### src/rtl/div_sched.sv
// Round-robin front end for one shared iterative radix-2 divider (signed/unsigned), one op in flight.
// Latency: 34 edges accept-to-response for WIDTH=32 (2 edges on divide-by-zero); response held until taken.
module div_sched #(
  parameter int WIDTH = 32
) (
  input  logic             clk,
  input  logic             rst_n,
  input  logic [1:0]       req_valid,
  output logic [1:0]       req_ready,
  input  logic [1:0]       req_signed,
  input  logic [WIDTH-1:0] a0,
  input  logic [WIDTH-1:0] b0,
  input  logic [WIDTH-1:0] a1,
  input  logic [WIDTH-1:0] b1,
  output logic             rsp_valid,
  input  logic             rsp_ready,
  output logic             rsp_id,
  output logic [WIDTH-1:0] rsp_q,
  output logic [WIDTH-1:0] rsp_r,
  output logic             rsp_dbz
);

  localparam int CW = $clog2(WIDTH) + 1;

  typedef enum logic [2:0] {IDLE, SETUP, ITER, FIX, DONE} state_t;

  state_t           state, state_nxt;
  logic             last_grant;
  logic [1:0]       grant;
  logic             accept;
  logic             acc_id;
  logic [WIDTH-1:0] a_q, b_q, dvs, quo, rem;
  logic [WIDTH-1:0] a_mag, b_mag;
  logic [WIDTH:0]   shifted, trial;
  logic             sgn, id_q, neg_q, neg_r, dbz;
  logic [CW-1:0]    count;

  always_comb begin
    grant = 2'b00;
    case (req_valid)
      2'b01:   grant = 2'b01;
      2'b10:   grant = 2'b10;
      2'b11:   grant = last_grant ? 2'b01 : 2'b10;
      default: grant = 2'b00;
    endcase
  end

  // Gated by rst_n so no grant is offered while reset is held.
  assign req_ready = (state == IDLE && rst_n) ? grant : 2'b00;
  assign accept    = |(req_valid & req_ready);
  assign acc_id    = req_ready[1];

  assign a_mag   = (sgn && a_q[WIDTH-1]) ? -a_q : a_q;
  assign b_mag   = (sgn && b_q[WIDTH-1]) ? -b_q : b_q;
  assign shifted = {rem, quo[WIDTH-1]};
  assign trial   = shifted - {1'b0, dvs};

  always_ff @(posedge clk or negedge rst_n) begin
    if (!rst_n) state <= IDLE;
    else        state <= state_nxt;
  end

  always_comb begin
    state_nxt = state;
    case (state)
      IDLE:    if (accept) state_nxt = SETUP;
      SETUP:   state_nxt = (b_q == '0) ? FIX : ITER;
      ITER:    if (count == CW'(WIDTH - 1)) state_nxt = FIX;
      FIX:     state_nxt = DONE;
      DONE:    if (rsp_valid && rsp_ready) state_nxt = IDLE;
      default: state_nxt = IDLE;
    endcase
  end

  always_ff @(posedge clk or negedge rst_n) begin
    if (!rst_n) begin
      last_grant <= 1'b1;
      a_q        <= '0;
      b_q        <= '0;
      sgn        <= 1'b0;
      id_q       <= 1'b0;
      dvs        <= '0;
      quo        <= '0;
      rem        <= '0;
      neg_q      <= 1'b0;
      neg_r      <= 1'b0;
      dbz        <= 1'b0;
      count      <= '0;
      rsp_valid  <= 1'b0;
      rsp_id     <= 1'b0;
      rsp_q      <= '0;
      rsp_r      <= '0;
      rsp_dbz    <= 1'b0;
    end else begin
      case (state)
        IDLE: if (accept) begin
          a_q        <= acc_id ? a1 : a0;
          b_q        <= acc_id ? b1 : b0;
          sgn        <= req_signed[acc_id];
          id_q       <= acc_id;
          last_grant <= acc_id;
        end
        SETUP: begin
          rem   <= '0;
          quo   <= a_mag;
          dvs   <= b_mag;
          neg_q <= sgn & (a_q[WIDTH-1] ^ b_q[WIDTH-1]);
          neg_r <= sgn & a_q[WIDTH-1];
          dbz   <= (b_q == '0);
          count <= '0;
        end
        ITER: begin
          // trial[WIDTH] set means the subtraction borrowed: restore.
          rem   <= trial[WIDTH] ? shifted[WIDTH-1:0] : trial[WIDTH-1:0];
          quo   <= {quo[WIDTH-2:0], ~trial[WIDTH]};
          count <= count + 1'b1;
        end
        FIX: begin
          rsp_valid <= 1'b1;
          rsp_id    <= id_q;
          rsp_dbz   <= dbz;
          if (dbz) begin
            rsp_q <= '1;
            rsp_r <= a_q;
          end else begin
            rsp_q <= neg_q ? -quo : quo;
            rsp_r <= neg_r ? -rem : rem;
          end
        end
        DONE: if (rsp_ready) rsp_valid <= 1'b0;
        default: ;
      endcase
    end
  end

endmodule

### config.mk
export PLATFORM = sky130hd
export DESIGN_NAME = div_sched
export DESIGN_NICKNAME = d
export VERILOG_FILES = /design/src/rtl/div_sched.sv
export SDC_FILE = /design/constraint.sdc
export NUM_CORES = 1
export LEC_CHECK = 0
export ABC_AREA = 1
export CAP_MARGIN = 15
export CORE_MARGIN = 4
export CORE_UTILIZATION = 45
export DETAILED_ROUTE_END_ITERATION = 7
export GPL_TIMING_DRIVEN = 0
export PLACE_DENSITY = 0.67
export SYNTH_ARGS = -nofsm -noshare
export SYNTH_HDL_FRONTEND = slang
export SYNTH_SLANG_ARGS = --single-unit
export TNS_END_PERCENT = 10
### constraint.sdc
create_clock -name clk -period 4.4 [get_ports clk]
set_input_delay 0.66 -clock clk [delete_from_list [all_inputs] [get_ports clk]]
set_output_delay 0.66 -clock clk [all_outputs]
set_load 0.02 [all_outputs]
---- Word-level counts from Yosys, hierarchy flattened ----
Index checks and enable logic that the tools add are counted.
storage, ports and cells
  register bits ........................... 242
  input port bits ......................... 135
  output and inout bits ................... 69
  logic and storage cells ................. 78
operators by class
  add/subtract/negate cells ............... 6
  $lt $le $gt $ge ......................... 1
  equal/unequal tests ..................... 12
  muxes and demuxes ....................... 24
  bitwise gates (word level) .............. 5
  reduce and logical (&&, ||, !) cells .... 12
operators by type and width
  cell                                                  number
  2-to-1 mux 32 bit                                     9
  negation 32 bit                                       4
  case mux 32 bit (2 select lines)                      2
  subtractor 33 x 32 -> 33 bit                          1
  zero test 32 bit                                      1
  case mux 3 bit (5 select lines)                       1
  case mux 6 bit (2 select lines)                       1
  2-to-1 mux 3 bit                                      3
  != test 2 bit (second input constant)                 4
  adder 6 x 1 -> 6 bit (second input constant)          1
  equality test 3 x 2 -> 1 bit (second input constant)  2
  equality test 6 x 5 -> 1 bit (second input constant)  1
  case mux 2 bit (3 select lines)                       1
  equality test 2 bit (second input constant)           2
  logical AND 1 bit                                     4
  2-to-1 mux 1 bit                                      4
  2-to-1 mux 2 bit                                      2
  AND reduction 2 bit                                   2
  nonzero test 2 bit                                    2
  equality test 3 x 1 -> 1 bit (second input constant)  1
  equality test 3 bit (second input constant)           1
  zero test 3 bit                                       1
  AND reduction 3 bit                                   1
  bitwise AND 1 bit                                     2
  other kinds (7)                                       7

---- Logic depth before layout (Yosys ltp) ----
Gate-level depths: netlist of the first run.
  word-level depth ........................ 7
  mapped depth ............................ 18
  gate-level depth less buffers ........... 17

---- Worst setup path before layout of the first run ----
No wires, ideal clock.
  kind .................................... register -> register
  start point ............................. register quo[31]
  end point ............................... register rem[11]
  setup time .............................. 0.118 ns
  data arrival time ....................... 2.077 ns
  required time ........................... 4.282 ns
  path slack .............................. 2.205 ns
  stages on the path, launching flop included .. 19
  path buffers ............................ 1
  clock period less this slack ............ 2.195 ns
  path through ............................ dfrtp_1 > inv_1 > ha_1 > fa_1 > inv_1 > nand2_1 > nand2_1 > nand3_1 > nand2_1 > nand2_1 > nand2_2 > nand2_2 > nand2_2 > nand2_2 > nand2_1 > buf_4 > nand2_1 > nand3_1 > nand2_1
between the ends
  cells in the longest elaborated chain, start to end .. 3
ends and longest elaborated chain
  item                              RTL line  text
  from (decl)                       32        logic [WIDTH-1:0] a_q, b_q, dvs, quo, rem;
  from (signal assigned)            105       quo <= a_mag;
  from (signal assigned)            115       quo <= {quo[WIDTH-2:0], ~trial[WIDTH]};
  subtractor 33 x 32 -> 33 bit      56        assign trial = shifted - {1'b0, dvs};
  2-to-1 mux 32 bit                 114       rem <= trial[WIDTH] ? shifted[WIDTH-1:0] : trial[WIDTH-1:0];
  case mux 32 bit (2 select lines)  95        case (state)
  to (signal assigned)              114
  to (decl)                         32
Every way passes these cells.
A chain may end at the register's enable or synchronous reset.

---- Worst setup path in the final report of the first run ----
  start point ............................. input rst_n
  end point ............................... output req_ready[1]
between the ends
  cells in the longest elaborated chain, start to end .. 2
ends and longest elaborated chain
  item               RTL line  text
  from (decl)        7         input logic rst_n,
  logical AND 1 bit  49        assign req_ready = (state == IDLE && rst_n) ? grant : 2'b00;
  2-to-1 mux 2 bit   49
  to (decl)          9         output logic [1:0] req_ready,
Every way passes these cells.

==> results of run 1 <==
## stage by stage
stage / std cells / hold WS (ns) / setup WS, ns / power [W] / utilization
after CTS: 3109 / 0.0411 / 0.373 / 0.0171 / 0.561
after detailed placement: 3056 / 0.461 / -0.295 / 0.0146 / 0.532
final: 3109 / 0.0465 / 0.368 / 0.0173 / 0.561
after floorplan: 2390 / 0.364 / 2.20 / 0.0110 / -
after global placement: 3054 / 0.453 / -8.81 / 0.0145 / 0.530
after global routing: 3109 / 0.0556 / 0.208 / 0.0187 / 0.561
## registers in the layout (all words and copies together), names as in the netlist, 3 cells and up
signal,cells
a_q,32
b_q,32
dvs,32
quo,32
rem,32
rsp_q,32
rsp_r,32
count,6
state,3
## cell usage after synthesis (4+ instances only)
library cell / n
ha_1: 37
a31oi_1: 14
nand4_1: 26
nand2_2: 5
clkbuf_1: 55
o21bai_1: 18
xnor2_1: 7
inv_1: 347
buf_1: 15
o21ai_1: 8
o221ai_1: 25
nor3_1: 22
o211ai_1: 10
and2_1: 5
dfrtp_1: 241
nor2_1: 247
nand3_1: 236
or2_2: 5
buf_2: 19
nor4_1: 4
a21oi_1: 46
o22ai_1: 88
nand2_1: 629
o21ai_0: 157
a22oi_1: 17
nand3b_1: 13
inv_2: 6
xor2_1: 57
## per-layer routing
metal / part of all wire / wire [um]
met5: 0 / 0
met4: 0.020 / 1220
met3: 0.088 / 5530
met2: 0.43 / 26600
met1: 0.47 / 29200
## report_power, final
part           internal [W]  switching (W)
Sequential          0.00327        0.00105
Combinational       0.00357        0.00695
Clock               0.00146       0.000975
## repair_timing
action | 4_1_cts | 5_1_grt
hold buffers | 2 | 0
setup endpoints to repair | 1 | 0
hold endpoints to repair | 17 | 0
## worst reg2reg max path: stages, from the launching register on
cell	delay [ns]
dfrtp_1	0.41
inv_1	0.33
ha_1	0.30
fa_1	0.24
inv_1	0.07
nand2_1	0.06
nand2_1	0.06
nand3_1	0.07
nand2_1	0.12
nand2_1	0.12
nand2_2	0.07
nand2_2	0.09
nand3_2	0.25
nand2_1	0.19
buf_4	0.22
nand3_1	0.13
nand2_1	0.09
nand2_1	0.05
## cell families after synthesis
logic type | Yosys count | share of synthesized area
simple gates | 1201 | 0.311
buf+inv | 446 | 0.105
compound gates | 399 | 0.147
flops | 242 | 0.373
xor+xnor | 64 | 0.0345
fa+ha+maj | 38 | 0.0297
## cell usage in the layout (no fill, tap or decap), types with 3 or more instances in the layout
cell type / synthesis / final
a21oi_1: 46 / 46
clkbuf_16: 0 / 29
a22oi_1: 17 / 17
buf_4: 3 / 3
inv_2: 6 / 6
nand2_1: 629 / 629
nand2_2: 5 / 5
nand3b_1: 13 / 13
inv_1: 347 / 347
nor3_1: 22 / 22
or2_2: 5 / 5
xnor2_1: 7 / 7
o31ai_1: 3 / 3
clkbuf_8: 0 / 9
and2_1: 5 / 5
nand3_1: 236 / 236
buf_1: 15 / 15
o221ai_1: 25 / 25
o22ai_1: 88 / 88
o211ai_1: 10 / 10
buf_2: 19 / 19
nor4_1: 4 / 4
clkdlybuf4s50_1: 0 / 202
o21ai_0: 157 / 157
a31oi_1: 14 / 14
nand4_1: 26 / 26
ha_1: 37 / 37
dfrtp_1: 241 / 241
o21ai_1: 8 / 8
o21bai_1: 18 / 18
nor2_1: 247 / 247
clkbuf_1: 55 / 61
xor2_1: 57 / 57
## cell type report
| class | count | area (um^2) | share of cell area |
|---|---|---|---|
| multi-input combinational | 1702 | 8470 | 0.425 |
| sequential | 242 | 6060 | 0.304 |
| timing repair buffer | 209 | 2190 | 0.110 |
| inverter | 354 | 1330 | 0.0666 |
| clock buffer | 44 | 872 | 0.0437 |
| tap | 461 | 577 | 0.0289 |
| buffer | 92 | 380 | 0.0191 |
| clock inverter | 5 | 80.1 | 0.00401 |
## path summary, 6_finish.rpt
kind	slack (ns)	cells after the start	end
setup reg to reg	1.40	17	rem[29]
hold reg to reg	0.47	2	last_grant
setup / recovery	0.37	10	req_ready[1]
min in group clk	0.47	2	last_grant
max in group asynchronous	3.08	2	rsp_q[19]
hold / removal	0.05	2	rsp_q[30]
==> out/metrics.yaml, run 1 <==
cp-end-kind: "primary output"
grt_pass1_wl_um: 95800
layout_min_cycle_time_ns: 4.03
yosysTopAreaCell: "dfrtp_1"
nNetsFinal: 2802
startpoint_type: "input pin"
fin_skew_ns: 0.0158
status: "complete, no violations"
worstSkewPairLatency_ns: 0.56
coreArea_um2: 35600
ioPinCount: 204
nFillCells: 3542
ys_ff_latch: 242
max-slew-margin-rel: 0.275
postCtsSetupBuffers: 0
syn_inst: 2390
power_density_nw_per_um2: 866
max_cap_violations: 0
cp.arrival_ns: 3.37
cts.clk_slew.worst_paths_ns: 0.06
worstPathCellList: "buf_8 -> buf_16 -> buf_16 -> nand3_1 -> inv_1 -> nand2_1 -> inv_1 -> buf_2 -> buf_2 -> clkdlybuf4s50_1"
synth_edf_count: 0
dpl.hpwl_um: 49700
gp_congestion: 0.948
yosys_warnings: 0
synth.distinct_cells: 50
met3_usage: 0.0509
ys_seq_area_frac: 0.373
die_y_um: 198
drt_iter0_drc: 1646
syn_area_um2: 16200
cp_top_family: "buffers and inverters"
grt_pass1_vias: 16300
drt_pass1_iterations: 6
finalInstanceArea_um2: 20000
clock-sinks: 242
synth_nets: 2563
use_met1: 0.478
layout-drive-gt1-share: 0.0374
h-tree-depth: 1
path_class: "in -> out"
area_growth_pct: 22.9
die_x_um: 198
gr-max-usage-layer: "met1"
cts_root_buffer: "clkbuf_16"
setup_viol: 0
globalRouteTotalUtil: 0.313
diodes: 0
finalHoldViolCount: 0
ys_async_sr_fraction: 1.00
antenna_found_initial: 1
worstPathMaxFanout: 59
grt_max_degree: 60
leakagePower_nw: 9.80
clockBufferDepth: 3
critPathMaxStageDelay_ns: 0.67
crit_path_start: "rst_n"
place_area_um2: 18900
min_period_over_period: 0.916
netlist.area_leader.share: 0.371
crit-reg2reg-launch: "quo[31]"
numCtsBuffers: 28
slowest_stage: "clkdlybuf4s50_1"
synth_flop_cell: "dfrtp_1"
ir_worst_vdd_mv: 0.525
ys_top_cells_by_area: "dfrtp_1, nand2_1, inv_1, nand3_1, nor2_1"
ant_nets: 0
vias_per_cell: 5.55
drc: 0
worst_slew_pin_slew_ns: 1.09
holdCritPathClass: "in -> async"
start_util: 0.457
critPathBufInv: 8
rows: 69
wl_per_cell_um: 20.1
fin_tns_setup_ns: 0
io_buffers: 203
routed_wl_um: 62600
num_vias: 17300
cts_tree: "done"
dieArea_um2: 39200
overflow: 0
cp.required_ns: 3.74
syn_area_per_cell_um2: 6.79
gr-usage-met2: 0.470
postCtsResizedCells: 0
drv_slew: 0
fmax_mhz: 248
rsz0062_at_grt: "no"
Note: power is estimated with default switching activity, not from simulation.
==> run 2, diff against run 1 <==
--- a/config.mk
+++ b/config.mk
@@ -12,6 +12,7 @@
 export DETAILED_ROUTE_END_ITERATION = 7
 export GPL_TIMING_DRIVEN = 0
 export PLACE_DENSITY = 0.67
+export SKIP_CTS_REPAIR_TIMING = 1
 export SYNTH_ARGS = -nofsm -noshare
 export SYNTH_HDL_FRONTEND = slang
 export SYNTH_SLANG_ARGS = --single-unit
==> run 2 against run 1 <==
  * Highest routed layer unchanged
  * Clock skew down 0.0039 ns
  * Largest power group unchanged
  * Critical path depth unchanged
  * Critical endpoint unchanged
  * Worst setup slack gained 0.049 ns
  * First-iteration DRC count is 4.7% higher
  * Wire length shrank 0.28%
  * Sequential share of layout area is essentially flat
==> out/metrics.yaml, run 2 (synthesis gave the netlist of run 1 again) <==
rows: 69
h-tree-depth: 1
worstPathMaxFanout: 59
ant_nets: 0
cp_top_family: "buffers and inverters"
clock-sinks: 242
r2r_slack_ns: 1.40
layout_min_cycle_time_ns: 3.98
routed_wl_um: 62400
setup_viol: 0
cts_root_buffer: "clkbuf_16"
worstPathCellList: "buf_12 -> buf_16 -> buf_16 -> nand3_1 -> inv_1 -> nand2_1 -> inv_1 -> buf_2 -> clkbuf_4 -> clkdlybuf4s50_1"
gp_congestion: 0.948
wl_per_cell_um: 20.1
cts_tree: "done"
cp.arrival_ns: 3.32
critPathMaxStageDelay_ns: 0.64
leakagePower_nw: 9.78
worstSkewPairLatency_ns: 0.56
fmax_mhz: 251
drc: 0
area_growth_pct: 22.8
globalRouteTotalUtil: 0.309
grt_pass1_wl_um: 94800
final_common_cell: "nand2_1"
drv_slew: 0
layout-drive-gt1-share: 0.0374
num_vias: 17300
fin_skew_ns: 0.0119
finalInstanceArea_um2: 19900
clockBufferDepth: 3
final_cell_mix: "nand2_1, inv_1, nor2_1"
die_y_um: 198
holdCritPathClass: "in -> async"
fin_tns_setup_ns: 0
vias_per_cell: 5.58
max-slew-margin-rel: 0.249
cp.required_ns: 3.74
max_cap_violations: 0
power_density_nw_per_um2: 866
ioPinCount: 204
numCtsBuffers: 28
drt_pass1_iterations: 8
place_area_um2: 18900
slowest_stage: "clkdlybuf4s50_1"
cts.clk_slew.worst_paths_ns: 0.06
nNetsFinal: 2801
grt_pass1_vias: 16300
fin_ws_ns: 0.417
dp_slack_ns: -0.295
rsz0062_at_grt: "no"
dieArea_um2: 39200
coreArea_um2: 35600
ir_worst_vdd_mv: 0.520
critPathBufInv: 8
io_buffers: 203
status: "complete, no violations"
die_x_um: 198
antenna_found_initial: 1
grt_max_degree: 119
overflow: 0
startpoint_type: "input pin"
dpl.hpwl_um: 49700
cp-end-kind: "primary output"
start_util: 0.457
min_period_over_period: 0.905
drt_iter0_drc: 1723
finalHoldViolCount: 0
worst_slew_pin_slew_ns: 1.13
path_class: "in -> out"
==> run 2: per-layer routing <==
metal  track usage  part of all wire  vias to the layer above
met3        0.0466             0.086                       91
met4        0.0655             0.021                        0
met5             0                 0                        -
li1              -                 -                     8247
met2         0.464              0.43                      769
met1         0.474              0.47                     8238
==> run 2: layout make-up <==
cell class	count	area, um^2
Sequential cell	242	6060
Antenna cell	1	2.50
Inverter	354	1330
Clock inverter	5	80.1
Multi-Input combinational cell	1702	8470
Tap cell	461	577
Buffer	92	383
Clock buffer	44	872
Timing Repair Buffer	208	2170
Fill cell	3551	15600
==> run 2: path summary, 6_finish.rpt <==
| check | startpoint | endpoint | depth (start not counted) |
|---|---|---|---|
| setup / recovery | rst_n | req_ready[1] | 10 |
| hold / removal | rst_n | rsp_q[0] | 2 |
| setup reg to reg | quo[31] | rem[29] | 17 |
| hold reg to reg | last_grant | last_grant | 2 |
| max in group asynchronous | rst_n | last_grant | 3 |
| min in group clk | last_grant | last_grant | 2 |
==> run 2: stage by stage <==
stage	utilization	hold slack (ns)	power, W	cells
after global routing	0.561	0.0639	0.0187	3108
after floorplan	-	0.364	0.0110	2390
after CTS	0.558	-0.0207	0.0171	3105
final	0.561	0.0533	0.0173	3109
after global placement	0.530	0.453	0.0145	3054
after detailed placement	0.532	0.461	0.0146	3056
==> run 2: where the power goes <==
part,switching [W],internal (W),leakage (nW)
Combinational,0.00695,0.00357,6.31
Sequential,0.00106,0.00327,3.01
Clock,0.000976,0.00146,0.462
Total,0.00898,0.00830,9.78
==> run 2: worst reg2reg max path, delay by kind of cell, from the launching register on <==
family,cells,cell delay [ns]
flops,1,0.41
simple gates,12,1.31
buf+inv,3,0.63
fa+ha+maj,2,0.55
